==> config.mk <==
export PLATFORM = sky130hd
export DESIGN_NAME = i_cache
export DESIGN_NICKNAME = d
export VERILOG_FILES = /design/src/rtl/i_cache.sv
export SDC_FILE = /design/constraint.sdc
export NUM_CORES = 1
export LEC_CHECK = 0
export ABC_AREA = 1
export ABC_CLOCK_PERIOD_IN_PS = 11000
export CAP_MARGIN = 20
export CELL_PAD_IN_SITES_DETAIL_PLACEMENT = 0
export CELL_PAD_IN_SITES_GLOBAL_PLACEMENT = 1
export CORE_MARGIN = 2
export CORE_UTILIZATION = 40
export CTS_CLUSTER_DIAMETER = 50
export DETAILED_ROUTE_END_ITERATION = 6
export PLACE_DENSITY = 0.82
export SYNTH_ARGS = -nofsm -noshare
export SYNTH_HDL_FRONTEND = slang
export SYNTH_SLANG_ARGS = --single-unit
==> constraint.sdc <==
create_clock -name Clk -period 11 [get_ports Clk]
set_clock_uncertainty 0.05 [all_clocks]
set_input_delay 1.65 -clock Clk [delete_from_list [all_inputs] [get_ports Clk]]
set_output_delay 1.65 -clock Clk [all_outputs]
set_load 0.05 [all_outputs]
==> src/rtl/i_cache.sv <==
// i_cache: direct-mapped instruction cache, 2**INDEX_BITS lines of 4 x 16-bit words.
//
// Ports:
//   Clk, Reset_N        clock (rising edge) and asynchronous active-low reset
//   i_readM, i_address  CPU fetch request (level) and word address
//   i_data, i_ready     fetched word and same-cycle completion (hit)
//   flush               invalidate every line at the next edge
//   mem_readM           line-fill request, held high for the whole fill
//   mem_address         line-aligned fill address (zero when not filling)
//   mem_ready, mem_data memory returns the 64-bit line; word k on [16k+15:16k]
//   num_hit, num_miss   free-running 16-bit hit/miss counters (wrap)
//   dbg_state           1 while the controller is in FILL
//
// Handshake: a fetch completes in the cycle i_ready=1 (combinational on a hit).
// A miss moves to FILL, where mem_readM stays high until the edge that sees
// mem_ready=1; that edge installs the line and the unchanged request then hits.
module i_cache #(
    parameter int INDEX_BITS = 2
) (
    input  logic        Clk,
    input  logic        Reset_N,
    input  logic        i_readM,
    input  logic [15:0] i_address,
    output logic [15:0] i_data,
    output logic        i_ready,
    input  logic        flush,
    output logic        mem_readM,
    output logic [15:0] mem_address,
    input  logic        mem_ready,
    input  logic [63:0] mem_data,
    output logic [15:0] num_hit,
    output logic [15:0] num_miss,
    output logic        dbg_state
);

    localparam int LINES    = 1 << INDEX_BITS;
    localparam int TAG_BITS = 14 - INDEX_BITS;

    typedef enum logic {
        IDLE = 1'b0,
        FILL = 1'b1
    } state_t;

    state_t                state_q, state_d;
    logic [LINES-1:0]      valid_q, valid_d;
    logic [TAG_BITS-1:0]   tag_q  [LINES];
    logic [TAG_BITS-1:0]   tag_d  [LINES];
    logic [63:0]           line_q [LINES];
    logic [63:0]           line_d [LINES];
    logic [13:0]           addr_q, addr_d;      // latched line address, bits [15:2]
    logic [15:0]           num_hit_q, num_hit_d;
    logic [15:0]           num_miss_q, num_miss_d;

    logic [1:0]            offset;
    logic [INDEX_BITS-1:0] index;
    logic [TAG_BITS-1:0]   tag;
    logic [INDEX_BITS-1:0] fill_index;
    logic [TAG_BITS-1:0]   fill_tag;
    logic                  hit;

    assign offset     = i_address[1:0];
    assign index      = i_address[INDEX_BITS+1:2];
    assign tag        = i_address[15:INDEX_BITS+2];
    assign fill_index = addr_q[INDEX_BITS-1:0];
    assign fill_tag   = addr_q[13:INDEX_BITS];

    assign hit = i_readM && valid_q[index] && (tag_q[index] == tag) && (state_q == IDLE);

    assign i_ready     = hit;
    assign i_data      = hit ? line_q[index][{offset, 4'b0000} +: 16] : 16'h0000;
    assign mem_readM   = (state_q == FILL);
    assign mem_address = (state_q == FILL) ? {addr_q, 2'b00} : 16'h0000;
    assign num_hit     = num_hit_q;
    assign num_miss    = num_miss_q;
    assign dbg_state   = (state_q == FILL);

    always_comb begin
        state_d    = state_q;
        valid_d    = valid_q;
        tag_d      = tag_q;
        line_d     = line_q;
        addr_d     = addr_q;
        num_hit_d  = hit ? num_hit_q + 16'd1 : num_hit_q;
        num_miss_d = num_miss_q;

        // Flush is applied first so a fill completing on the same edge
        // still leaves its own line valid.
        if (flush) begin
            valid_d = '0;
        end

        case (state_q)
            IDLE: begin
                if (i_readM && !hit) begin
                    state_d    = FILL;
                    addr_d     = i_address[15:2];
                    num_miss_d = num_miss_q + 16'd1;
                end
            end
            FILL: begin
                // Request inputs are ignored here; only the latched address matters.
                if (mem_ready) begin
                    state_d             = IDLE;
                    valid_d[fill_index] = 1'b1;
                    tag_d[fill_index]   = fill_tag;
                    line_d[fill_index]  = mem_data;
                end
            end
            default: state_d = IDLE;
        endcase
    end

    always_ff @(posedge Clk or negedge Reset_N) begin
        if (!Reset_N) begin
            state_q    <= IDLE;
            valid_q    <= '0;
            addr_q     <= '0;
            num_hit_q  <= '0;
            num_miss_q <= '0;
        end else begin
            state_q    <= state_d;
            valid_q    <= valid_d;
            addr_q     <= addr_d;
            num_hit_q  <= num_hit_d;
            num_miss_q <= num_miss_d;
        end
    end

    // Tag and data storage carry no reset; valid bits gate every use.
    always_ff @(posedge Clk) begin
        tag_q  <= tag_d;
        line_q <= line_d;
    end

endmodule
==> impl_metrics.toml, run 1 <==
[placed_design]
placed_area_mm2 = 0.0172
routabilityCongestion = 0.853
place_ws_ns = 4.06
dp_hpwl_um = 23100
io_buffers = 149

[synthesis]
yosys_warnings = 0
synth_area_leaders = "edfxtp_1, nand2_1, dfrtp_1, nand3_1, a32o_1"
async_reset_ff_share_pct = 14.4
synth_seq_cells = 355
synth_area_mm2 = 0.0153
syn_inst = 1375
synth_ff_type = "edfxtp_1"
synth_top_area_share_pct = 59.7
synth_edf_count = 304
synth.distinct_cells = 39
yosysSeqAreaShare_pct = 68.0
avgSynthCellArea_um2 = 11.1
synth_area_leader_cell = "edfxtp_1"

[outcome]
status = "completed"

[floorplan]
core.rowCount = 71
die_h_um = 200
io_pins = 152
dieArea_mm2 = 0.0398
coreArea_mm2 = 0.0377
start_util_pct = 40.6
die_w_um = 200

[timing]
slew_headroom_pct = 31.5
worst_slack_ns = 4.11
hold_viol_final = 0
final.setup.tns_ns = 0
setup_viol = 0
finalMaxSlewViolations = 0
rsz0062_at_grt = "false"
holdWs_ns = 0.483
max_slew.worst_pin.slew_ns = 1.03
post-route-min-period_ns = 6.89
fmaxAchievable_ghz = 0.145
fin_crit_sh_pct = 62.6

[worst_setup_path]
crit_fanout = 44
crit_family = "buffers and inverters"
cpMostUsedCell = "nand2_1"
crit_buf_inv = 5
end_kind = "output port"
startpoint_type = "primary input"
path_class = "primary input to output port"
cpPeakStageDelay_ns = 0.84
crit_required_ns = 9.30
ff2ff_setup_slack_ns = 7.70
path_cells = "buf_2 > buf_4 > clkinv_2 > nand3_1 > nand2_1 > nand2_1 > nand2_1 > nor2_1 > nand3b_1 > nor2_4 > inv_2 > a21oi_1 > clkdlybuf4s50_1"
cp_slowest_cell = "clkdlybuf4s50_1"
cp.arrival_ns = 5.19

[routing]
vias = 10400
avgRoutedWirePerCell_um = 18.2
drt-pass1-iter-count = 5
drt-initial-drc-count = 817
routed_wl_um = 37400
via_per_inst = 5.07
drc = 0
ant_nets = 0

[power_and_ir_drop]
comb_power_share_pct = 12.3
clockPowerShare_pct = 39.9
power.internal_uw = 2490
power_density_mw_per_mm2 = 182
switchingPower_uw = 888
leakagePower_uw = 0.00709
ir_drop_mv = 0.152
p_seq_share_pct = 47.8
swShare_pct = 26.3

[min_path]
hold_class = "flop to flop"

[clock_network]
cts_tree = "yes"
hold_buffers = 0
cts-resized-gates = 0
root_buffer = "clkbuf_16"
worstSkewPairLatency_ns = 0.55
cts.sinks = 355
cts_buffer_depth = 3
cts_max_level = 2
postCtsSetupBuffers = 0
path_clk_slew_ns = 0.06
numCtsBuffers = 42

[global_routing]
grt_max_degree = 105
antenna_found_initial = 4
grt_overflow = 0
grt_pass1_wl_um = 56600
track_usage_pct = 18.8
grt_pass1_vias = 9858

[layout]
stdcell_area_mm2 = 0.0186
num-nets-final = 1599
nFillCells = 3330
drive_gt1_share_pct = 8.35
postLayoutCoreUtil_pct = 49.3
area_delta_synth_final_pct = 21.2

[flow_run]
max_cap_violations = 0
==> kinds of logic after synthesis <==
logic type               after synthesis  synth area share, %
AO/OA/AOI/OAI                        141                 6.21
adder cells (fa/ha/maj)                2                0.163
flip-flops                           355                 68.0
other                                  1               0.0245
buffers and inverters                147                 4.49
XOR/XNOR                              26                 1.49
AND/OR/NAND/NOR                      703                 19.6
==> worst min-delay path: stages (launching register included) <==
cell	delay, ns
dfrtp_1	0.36
inv_1	0.06
o22ai_1	0.07
==> layer usage <==
metal / share of wire (%) / track usage, % / wire length [um]
met2: 46 / 29.4 / 17200
met5: 0.078 / 0 / 29
met1: 44 / 26.6 / 16600
met4: 2.4 / 5.29 / 879
met3: 7.3 / 4.00 / 2740
==> layout make-up <==
class | count | area [um^2] | area share (%)
multi-input combinational | 874 | 4250 | 22.9
clock inverter | 30 | 265 | 1.43
antenna | 2 | 5.00 | 0.0270
clock buffer | 47 | 1090 | 5.88
timing repair buffer | 166 | 1630 | 8.77
sequential | 355 | 10400 | 56.1
tap | 511 | 639 | 3.45
inverter | 73 | 278 | 1.50
==> cell usage after synthesis (2+ instances only) <==
library cell / n
a21oi_1: 47
a21oi_2: 8
a32o_1: 32
a32oi_1: 2
buf_1: 14
buf_2: 18
buf_4: 6
buf_6: 9
buf_8: 2
clkbuf_1: 25
dfrtp_1: 51
edfxtp_1: 304
ha_1: 2
inv_1: 68
inv_2: 4
nand2_1: 462
nand2_2: 11
nand3_1: 166
nand3_2: 2
nand3b_1: 5
nand4_1: 8
nor2_1: 34
nor2_8: 2
nor3_1: 8
o21ai_0: 28
o21ai_1: 9
o21ai_2: 9
o22ai_1: 4
xnor2_1: 13
xor2_1: 13
==> registers in the layout, indices dropped and copies added (netlist names) <==
| signal | cells |
|---|---|
| addr_q | 14 |
| tag_q | 48 |
| line_q | 256 |
| valid_q | 4 |
| num_hit | 16 |
| dbg_state | 1 |
| num_miss | 16 |
==> stage by stage <==
step / power [uW] / cells
final: 3380 / 2058
after global routing: 3510 / 2057
after CTS: 3400 / 2055
after detailed placement: 2060 / 1978
after global placement: 2050 / 1978
after floorplan: 1900 / 1376
==> power groups by stage <==
| stage | Sequential, uW | Clock, uW | Combinational, uW |
|---|---|---|---|
| after detailed placement | 1640 | 0 | 417 |
| after CTS | 1620 | 1370 | 419 |
| after global placement | 1640 | 0 | 413 |
| after global routing | 1630 | 1430 | 453 |
| final | 1620 | 1350 | 415 |
| after floorplan | 1680 | 0 | 224 |
==> layout by cell type, fill, tap and decap left out, drive strengths merged <==
master	count
xor2	13
nand3	168
nor3	8
conb	2
a21oi	55
xnor2	13
a32oi	2
nand2	475
a32o	32
a221o	1
nand3b	5
nor4	1
clkdlybuf4s50	146
bufinv	3
ha	2
a221oi	1
diode	2
dfrtp	51
nor2	38
o22ai	4
inv	75
clkinvlp	4
nand4	8
clkbuf	47
buf	20
o21ai	46
clkinv	21
edfxtp	304
==> final timing paths <==
| path | depth (start not counted) | to | from |
|---|---|---|---|
| max | 13 | i_data[3] | i_address[3] |
| min | 2 | valid_q[3] | valid_q[3] |
| max reg2reg | 4 | line_q[151] | dbg_state |
| min reg2reg | 2 | valid_q[3] | valid_q[3] |
| max in group asynchronous | 2 | num_hit[3] | Reset_N |
| min in group asynchronous | 2 | num_miss[3] | Reset_N |
No activity file was read; power rests on OpenSTA's default activity.
==> inputs of run 2 (changes only) <==
Settings changed: ABC_CLOCK_PERIOD_IN_PS 11000 to 7200.
Clock period 11 ns to 7.2 ns, I/O delays scaled along.
==> run 2 against run 1 <==
  * Final area rose by 0.15%
  * Critical path depth down 4
  * Die area unchanged
  * Setup slack got worse by 2.5 ns
  * Count of clock-buffer cells in the layout grew 9
  * Routed wire length up 1.1%
  * Cell count hardly changed
  * Utilization up 0.073 points
  * Total power grew 53%
  * Combinational power up 53%
  * Flip-flop and latch count unchanged
  * Critical path type unchanged
  * Largest power group unchanged
==> impl_metrics.toml, run 2 (same netlist as run 1, synthesis figures left out) <==
[outcome]
status = "completed"

[timing]
setup_viol = 0
hold_viol_final = 0
fin_crit_sh_pct = 77.6
post-route-min-period_ns = 5.58
fmaxAchievable_ghz = 0.179
finalMaxSlewViolations = 0
worst_slack_ns = 1.62
rsz0062_at_grt = "false"
final.setup.tns_ns = 0
slew_headroom_pct = 40.7
max_slew.worst_pin.slew_ns = 0.887

[worst_setup_path]
cpPeakStageDelay_ns = 0.82
ff2ff_setup_slack_ns = 3.74
crit_fanout = 69
startpoint_type = "primary input"
path_cells = "buf_4 > buf_4 > buf_4 > nand2_1 > a32o_1 > o21ai_0 > nand2_1 > a21oi_1 > clkdlybuf4s50_1"
crit_buf_inv = 4
crit_family = "buffers and inverters"
path_class = "primary input to output port"
cpMostUsedCell = "buf_4"
crit_required_ns = 6.07
end_kind = "output port"
cp.arrival_ns = 4.45
cp_slowest_cell = "clkdlybuf4s50_1"

[floorplan]
die_h_um = 200
start_util_pct = 40.6
core.rowCount = 71
io_pins = 152
coreArea_mm2 = 0.0377
die_w_um = 200
dieArea_mm2 = 0.0398

[clock_network]
path_clk_slew_ns = 0.06
cts_max_level = 2
root_buffer = "clkbuf_16"
cts_tree = "yes"
cts-resized-gates = 0
cts.sinks = 355
postCtsSetupBuffers = 0
worstSkewPairLatency_ns = 0.55
numCtsBuffers = 42
cts_buffer_depth = 3
hold_buffers = 0

[layout]
area_delta_synth_final_pct = 21.4
largest_register_ff_count = 256
largestRegisters = "line_q (256), tag_q (48)"
num-nets-final = 1599
final_common_cell = "nand2_1"
layout_common_cells = "nand2_1, edfxtp_1, nand3_1"
drive_gt1_share_pct = 8.22
regMostFlops = "line_q"

[routing]
drc = 0
via_per_inst = 5.10
drt-pass1-iter-count = 7
routed_wl_um = 37800
vias = 10500
avgRoutedWirePerCell_um = 18.4
drt-initial-drc-count = 754
ant_nets = 0

[global_routing]
grt_pass1_vias = 10100
grt_pass1_wl_um = 57800
grt_overflow = 0
track_usage_pct = 19.2
antenna_found_initial = 3
grt_max_degree = 106

[placed_design]
io_buffers = 149
routabilityCongestion = 0.829
dp_hpwl_um = 23100
place_ws_ns = 1.54

[power_and_ir_drop]
ir_drop_mv = 0.194
power_density_mw_per_mm2 = 279
leakagePower_uw = 0.00710

[flow_run]
max_cap_violations = 0

[min_path]
hold_class = "flop to flop"
-- run 2: cell types whose count changed in the layout (fill, tap and decap cells not counted) --
| cell | change |
|---|---|
| clkinv_1 | -7 |
| inv_16 | +1 |
| diode_2 | -1 |
| clkinvlp_4 | -3 |
| clkbuf_1 | +9 |
| clkinv_8 | -1 |
| buf_4 | -2 |
| inv_6 | +3 |
| buf_12 | +2 |
| clkinv_2 | -2 |
-- run 2: metrics by stage --
stage / cell area (um^2) / cells / hold WS, ns / power [uW] / util [%]
6_report: 18600 / 2057 / 0.488 / 5190 / 49.3
5_1_grt: 18600 / 2056 / 0.511 / 5380 / 49.3
4_1_cts: 18500 / 2054 / 0.485 / 5230 / 49.2
3_5_place_dp: 17200 / 1977 / 0.473 / 3150 / 45.6
3_3_place_gp: 17200 / 1977 / 0.465 / 3140 / 45.6
2_1_floorplan: 15300 / 1376 / 0.447 / 2910 / -
-- run 2: area by class of cell --
| class | instances | area, um^2 |
|---|---|---|
| Timing Repair Buffer | 166 | 1650 |
| Fill cell | 3316 | 19100 |
| Sequential cell | 355 | 10400 |
| Clock inverter | 21 | 236 |
| Antenna cell | 1 | 2.50 |
| Multi-Input combinational cell | 874 | 4250 |
| Tap cell | 511 | 639 |
| Inverter | 73 | 278 |
| Clock buffer | 56 | 1120 |
-- run 2: per-layer routing --
layer,vias up,GRT usage [%],routed length (um)
li1,5040,-,-
met1,5092,27.4,17100
met2,294,30.0,17600
met3,60,3.29,2320
met4,4,5.84,753
met5,-,0,23
-- run 2: report_power, final --
group	internal, uW	switching, uW	total, uW
registers	2390	84.6	2470
logic	211	425	636
clock network	1230	851	2080
-- run 2: path summary, 6_finish.rpt --
kind	startpoint	endpoint	cells after the start
worst max-delay path	i_address[2]	i_data[4]	9
worst min-delay path	num_hit[0]	num_hit[0]	1
worst max register to register	dbg_state	line_q[81]	3
worst min register to register	num_hit[0]	num_hit[0]	1
max in group asynchronous	Reset_N	addr_q[3]	2
min in group asynchronous	Reset_N	num_miss[2]	2
-- run 2: worst reg2reg max path, delay by kind of cell, from the launching register on --
family	cells	cell delay, ns
AND/OR/NAND/NOR	2	1.35
flip-flops	1	0.84
buffers and inverters	1	0.81
